File: src/rtl/truth_table_sweeper.sv
// Drives a 3-input combinational block through all eight input vectors, samples its output
// after a programmable settle time and assembles the results into a truth-table byte.
module truth_table_sweeper #(
  parameter int unsigned SETTLE_CYCLES = 4,
  parameter logic [7:0]  EXPECTED      = 8'h73
) (
  input  logic       clk,
  input  logic       rst_n,
  input  logic       start,
  input  logic       abort,
  output logic       in1,
  output logic       in2,
  output logic       in3,
  input  logic       out_dut,
  output logic       busy,
  output logic       done,
  output logic [7:0] table_out,
  output logic       match,
  output logic [7:0] mismatch_mask
);

  localparam int unsigned CNT_W = (SETTLE_CYCLES > 1) ? $clog2(SETTLE_CYCLES) : 1;
  localparam logic [CNT_W-1:0] CNT_LAST = CNT_W'(SETTLE_CYCLES - 1);

  typedef enum logic [1:0] {
    S_IDLE  = 2'd0,
    S_APPLY = 2'd1,
    S_DONE  = 2'd2
  } state_t;

  state_t           r_state, w_state_nxt;
  logic [2:0]       r_vec, w_vec_nxt;
  logic [CNT_W-1:0] r_cnt, w_cnt_nxt;
  logic [7:0]       r_shadow, w_shadow_nxt;
  logic [7:0]       r_table, w_table_nxt;
  logic             r_match, w_match_nxt;
  logic [7:0]       r_mask, w_mask_nxt;
  logic             r_busy, w_busy_nxt;
  logic             r_done, w_done_nxt;

  // State and datapath registers
  always_ff @(posedge clk or negedge rst_n) begin
    if (!rst_n) begin
      r_state  <= S_IDLE;
      r_vec    <= 3'd0;
      r_cnt    <= '0;
      r_shadow <= 8'h00;
      r_table  <= 8'h00;
      r_match  <= 1'b0;
      r_mask   <= 8'h00;
      r_busy   <= 1'b0;
      r_done   <= 1'b0;
    end else begin
      r_state  <= w_state_nxt;
      r_vec    <= w_vec_nxt;
      r_cnt    <= w_cnt_nxt;
      r_shadow <= w_shadow_nxt;
      r_table  <= w_table_nxt;
      r_match  <= w_match_nxt;
      r_mask   <= w_mask_nxt;
      r_busy   <= w_busy_nxt;
      r_done   <= w_done_nxt;
    end
  end

  // Next-state and next-output logic; vector k lands in bit 7-k, i.e. bit ~k
  always_comb begin
    w_state_nxt  = r_state;
    w_vec_nxt    = r_vec;
    w_cnt_nxt    = r_cnt;
    w_shadow_nxt = r_shadow;
    w_table_nxt  = r_table;
    w_match_nxt  = r_match;
    w_mask_nxt   = r_mask;

    case (r_state)
      S_IDLE: begin
        if (start && !abort) begin
          w_state_nxt  = S_APPLY;
          w_vec_nxt    = 3'd0;
          w_cnt_nxt    = '0;
          w_shadow_nxt = 8'h00;
        end
      end
      S_APPLY: begin
        if (abort) begin
          w_state_nxt = S_IDLE;
          w_vec_nxt   = 3'd0;
          w_cnt_nxt   = '0;
        end else if (r_cnt == CNT_LAST) begin
          w_cnt_nxt             = '0;
          w_shadow_nxt[~r_vec]  = out_dut;
          if (r_vec == 3'd7) begin
            w_state_nxt = S_DONE;
            w_table_nxt = w_shadow_nxt;
            w_match_nxt = (w_shadow_nxt == EXPECTED);
            w_mask_nxt  = w_shadow_nxt ^ EXPECTED;
          end else begin
            w_vec_nxt = r_vec + 3'd1;
          end
        end else begin
          w_cnt_nxt = r_cnt + CNT_W'(1);
        end
      end
      S_DONE: begin
        w_state_nxt = S_IDLE;
      end
      default: begin
        w_state_nxt = S_IDLE;
      end
    endcase

    w_busy_nxt = (w_state_nxt == S_APPLY);
    w_done_nxt = (w_state_nxt == S_DONE);
  end

  assign in1           = r_vec[2];
  assign in2           = r_vec[1];
  assign in3           = r_vec[0];
  assign busy          = r_busy;
  assign done          = r_done;
  assign table_out     = r_table;
  assign match         = r_match;
  assign mismatch_mask = r_mask;

endmodule
File: config.mk
export PLATFORM = sky130hd
export DESIGN_NAME = truth_table_sweeper
export DESIGN_NICKNAME = d
export VERILOG_FILES = /design/src/rtl/truth_table_sweeper.sv
export SDC_FILE = /design/constraint.sdc
export NUM_CORES = 1
export LEC_CHECK = 0
export ABC_CLOCK_PERIOD_IN_PS = 5700
export CAP_MARGIN = 20
export CORE_MARGIN = 1.5
export CORE_UTILIZATION = 55
export CTS_CLUSTER_SIZE = 14
export DETAILED_ROUTE_END_ITERATION = 8
export PLACE_DENSITY = 0.85
export SLEW_MARGIN = 20
export SYNTH_ARGS = -nofsm -noshare
export SYNTH_HDL_FRONTEND = slang
export SYNTH_SLANG_ARGS = --single-unit
File: constraint.sdc
create_clock -name clk -period 5.7 [get_ports clk]
set_input_delay 1.14 -clock clk [delete_from_list [all_inputs] [get_ports clk]]
set_output_delay 1.14 -clock clk [all_outputs]
set_load 0.02 [all_outputs]
After elaboration in Yosys (flattened, before gate mapping)
Index checks and enable logic that the tools add are counted.
{ "totals": {"ff_bits": 34, "input_bits": 5, "output_inout_bits": 22} }
{ "classes": {"addsub": 2, "order_cmp": 2, "n_eq_ne": 11, "n_mux": 21, "bitwise": 3, "n_reduce_logical": 9} }
{ "op_table": {"columns": ["cell", "n"], "rows": [
  ["$mux W8", 3],
  ["$pmux W8 S2", 1],
  ["$mux W2", 7],
  ["$mux W3", 4],
  ["$reduce_and A4 Y1", 3],
  ["$bwmux W8", 1],
  ["$eq A8 B7 Y1 const B", 1],
  ["$pmux W2 S2", 2],
  ["$ne A2 B2 Y1 const B", 3],
  ["$ne A3 B3 Y1 const B", 2],
  ["$pmux W3 S2", 1],
  ["$not A5 Y5", 1],
  ["$eq A2 B1 Y1 const B", 2],
  ["$eq A2 B2 Y1 const B", 2],
  ["$lt A3 B4 Y1 const B", 1],
  ["$add A3 B1 Y3 const B", 1],
  ["$demux W1 S3", 1],
  ["$eq A3 B3 Y1 const B", 1],
  ["$ge A3 B1 Y1 const B", 1],
  ["$not A3 Y3", 1],
  ["$add A2 B1 Y2 const B", 1],
  ["$logic_and A1 B1 Y1", 2],
  ["$logic_not A2 Y1", 1],
  ["$reduce_and A2 Y1", 1],
  ["4 further kinds", 4]
]} }

Depth between registers and ports, before layout
{ "logic_depth": {"ltp_word": 9, "mapped_depth": 7, "ltp_nobuf": 6} }

Worst setup path before layout
OpenSTA, ideal clock, no wires.
{ "synth_path": {"kind": "input-to-reg", "from": "input port abort", "to": "register r_vec[0]", "setup_ns": 0.127, "arrival_ns": 1.961, "required_ns": 5.573, "setup_slack_ns": 3.612, "stages": 4, "cell_sequence": "inv_2 -> a21oi_1 -> a311oi_2 -> mux2_1"} }
{ "synth_via": {"elab_chain_len": 4, "elab_cells_between_ends": 8, "classes_between": "eq/ne: 3; mux: 2; reduce/logical: 3"} }
{ "synth_rtl": {"columns": ["item", "line", "text"], "rows": [
  ["from (decl)", "10", "input logic abort,"],
  ["$logic_not A1 Y1", "78", "if (start && !abort) begin"],
  ["$logic_and A1 B1 Y1", "78", null],
  ["$ne A2 B2 Y1 (no source line)", null, null],
  ["$reduce_and A4 Y1 (no source line)", null, null],
  ["to (signal assigned)", "55", "r_vec <= w_vec_nxt;"],
  ["to (decl)", "32", "logic [2:0] r_vec, w_vec_nxt;"]
]} }
Several ways; a longest one is shown, not always the timed one.
A chain may end at the register's enable or synchronous reset.

Worst setup path after layout
{ "layout_path": {"from": "register r_vec[0]", "to": "output port in3"} }
{ "layout_rtl": {"columns": ["item", "line", "text"], "rows": [
  ["to (decl)", "13", "output logic in3,"]
]} }
No word-level cell between the ends.

==> results.toml <==
[run_status]
status = "finished clean"

[min_path]
min_from = "mismatch_mask[4]"
hold_class = "reg -> reg"
holdPathEnd = "mismatch_mask[4]"
worstHoldPathCells = 2

[detailed_routing]
vias_per_cell = 6.17
via_count = 1333
dr_wl_met2_mm = 1.85
drt_pass1_iterations = 4
wl_met3_um = 197
drt_iter0_drc = 48
ant_nets = 0
highest_layer = "met4"
route.detailed.wl_per_inst_um = 16.5
drc_errors = 0
routed_wl_mm = 3.56
detail_route.wirelength.met1_mm = 1.45

[clock_network]
holdBufCountCts = 0
clockBufferDepth = 2
cts_buffers = 5
postCtsSetupBuffers = 0
path_clk_slew_ps = 90
cts_max_level = 2
clock_latency_ps = 330
ctsResizeCount = 0
cts.sinks = 31
cts_tree = "built"
root_buffer = "clkbuf_4"

[floorplanning]
start_util_pct = 58.4
num_rows = 19
core_um2 = 2780
io-pin-count = 27
die_area_um2 = 3290
die_w_um = 57.3
die_y_um = 57.3

[final_layout]
syn_to_final_growth_pct = 17.6
fillers = 225
nets = 193
drive_gt1_share_pct = 11.9
diodes = 0
multi_input_area_um2 = 749
register_area_um2 = 776

[placed_design]
routabilityCongestion = 0.780
post-dp-hpwl_mm = 2.50
place_ws_ps = 2690
port_buffers = 26

[sta]
post-route-min-period_ps = 2920
hold_viol_final = 0
rsz0062_at_grt = "no"
fmax_mhz = 342
max_slew_margin_pct = 60.7
setup_violations = 0
fin_tns_setup_ps = 0
finalMaxSlewViolations = 0
setup_ws_ps = 2780
final.period_utilization_pct = 51.3
finClkSkew_ps = 12.5
tightest_slew_ps = 590

[pwr]
ir_drop_v = 0.000204
leakagePower_nw = 0.879
power_density_nw_per_um2 = 210

[critical_path]
reg2reg_slack_ps = 3500
rr_worst_depth = 5
start_kind = "flip-flop"
crit_chain = "clkdlybuf4s50_1"
path_buf_inv = 1
cp-end-kind = "output port"
crit_type = "reg -> out"
r2r_start = "r_vec[1]"
worst_path_dominant_cell_family = "buffers and inverters"
critPathArrivalTime_ps = 1780
slowest_delay_ps = 730
r2r-end = "r_vec[0]"
slowest_stage = "clkdlybuf4s50_1"
crit_fanout = 18
worstPathRequired_ps = 4560

[grt]
grt_pass1_wl_mm = 6.00
grt_max_degree = 32
grtUsageTotal_pct = 24.0
antenna_found_initial = 0
overflow = 0
grt_pass1_vias = 1369

[yosys]
netlist_instances = 161
syn_avg_cell_area_um2 = 10.1
synth_edf_count = 0
seq_area_frac_synth_pct = 47.8
ys_ff_latch = 31
syn_nets = 169
synth_ff_type = "dfrtp_1"
ys_async_sr_fraction_pct = 100
netlist_area_um2 = 1620
ys_warn_count = 0
synth.distinct_cells = 44

[flow_run]
drv_cap = 0
per-stage QoR:
step	hold WS (ps)	instances	instance area (um2)	total power, mW	utilization, %
detailed placement	477	209	1850	0.276	66.7
global route	524	216	1910	0.419	68.7
finish	493	216	1910	0.401	68.7
floorplan	457	161	1620	0.259	-
global placement	461	209	1850	0.273	66.7
CTS	502	216	1910	0.407	68.7
state kept, by name, indices dropped and copies added (netlist names):
name,count
mismatch_mask,5
r_state,2
r_shadow,8
table_out,8
done,1
r_vec,3
busy,1
r_cnt,2
match,1
cells by family (layout without fill, tap and decap cells):
family / Yosys count / after routing / synth area share (%)
compound gates: 37 / 37 / 15.2
simple gates: 64 / 64 / 22.3
flops: 31 / 31 / 47.8
mux: 10 / 10 / 6.39
buf+inv: 16 / 40 / 6.09
fa+ha+maj: 3 / 3 / 2.31
how the worst max path moves through the flow:
stage          slack [ps]           end  depth (start not counted)  startpoint
6_report             2780           in3                          1    r_vec[0]
5_1_grt              2700           in3                          1    r_vec[0]
4_1_cts              2760           in3                          1    r_vec[0]
3_5_place_dp         2690  table_out[0]                          6       abort
3_3_place_gp         2770  table_out[6]                          5       abort
2_1_floorplan        3610      r_vec[0]                          4       abort
layer usage:
layer | up-vias | global-route usage, %
met1 | 655 | 27.6
met5 | - | 0
li1 | 613 | -
met4 | 0 | 11.3
met3 | 10 | 5.22
met2 | 55 | 42.0
synthesized netlist by cell type (2+ instances only):
master	count	area, um2
dfrtp_1	31	776
nor2_1	12	45.0
o21a_1	2	15.0
ha_1	3	37.5
o21ai_0	6	30.0
nor3b_2	2	25.0
nand3b_1	4	30.0
nand3_1	4	20.0
a21oi_1	3	15.0
inv_2	3	11.3
mux2i_1	7	70.1
buf_4	7	52.6
a31oi_1	2	12.5
and2_1	3	18.8
nor3_1	3	15.0
inv_1	3	11.3
a21o_1	3	22.5
nand2_1	22	82.6
buf_2	2	10.0
mux2_1	2	22.5
o21ai_1	12	60.1
nor2b_1	3	18.8
cell usage in the layout, fill, tap and decap left out, drive strengths merged, types with 2 or more instances in the layout:
master         instances
nor3                   3
o32ai                  2
nand3b                 4
nor2b                  3
ha                     3
nor2                  12
and2                   3
nor3b                  3
dfrtp                 31
a21o                   3
nand3                  5
clkdlybuf4s50         26
inv                    6
a21oi                  3
o21a                   2
a31oi                  2
clkbuf                 6
mux2i                  7
o21ai                 18
mux2                   3
nand2                 23
where the power goes:
group	total (mW)	internal, mW	switching, mW
sequential	0.232	0.224	0.00881
clock	0.130	0.0571	0.0726
combinational	0.0389	0.0170	0.0218
layout make-up:
class,instances,area share [%]
Timing Repair Buffer,27,14.0
Sequential cell,31,40.6
Clock buffer,6,2.69
Clock inverter,1,0.262
Inverter,6,1.18
Tap cell,31,2.03
Multi-Input combinational cell,114,39.2
Note: power is estimated with default switching activity, not from simulation.
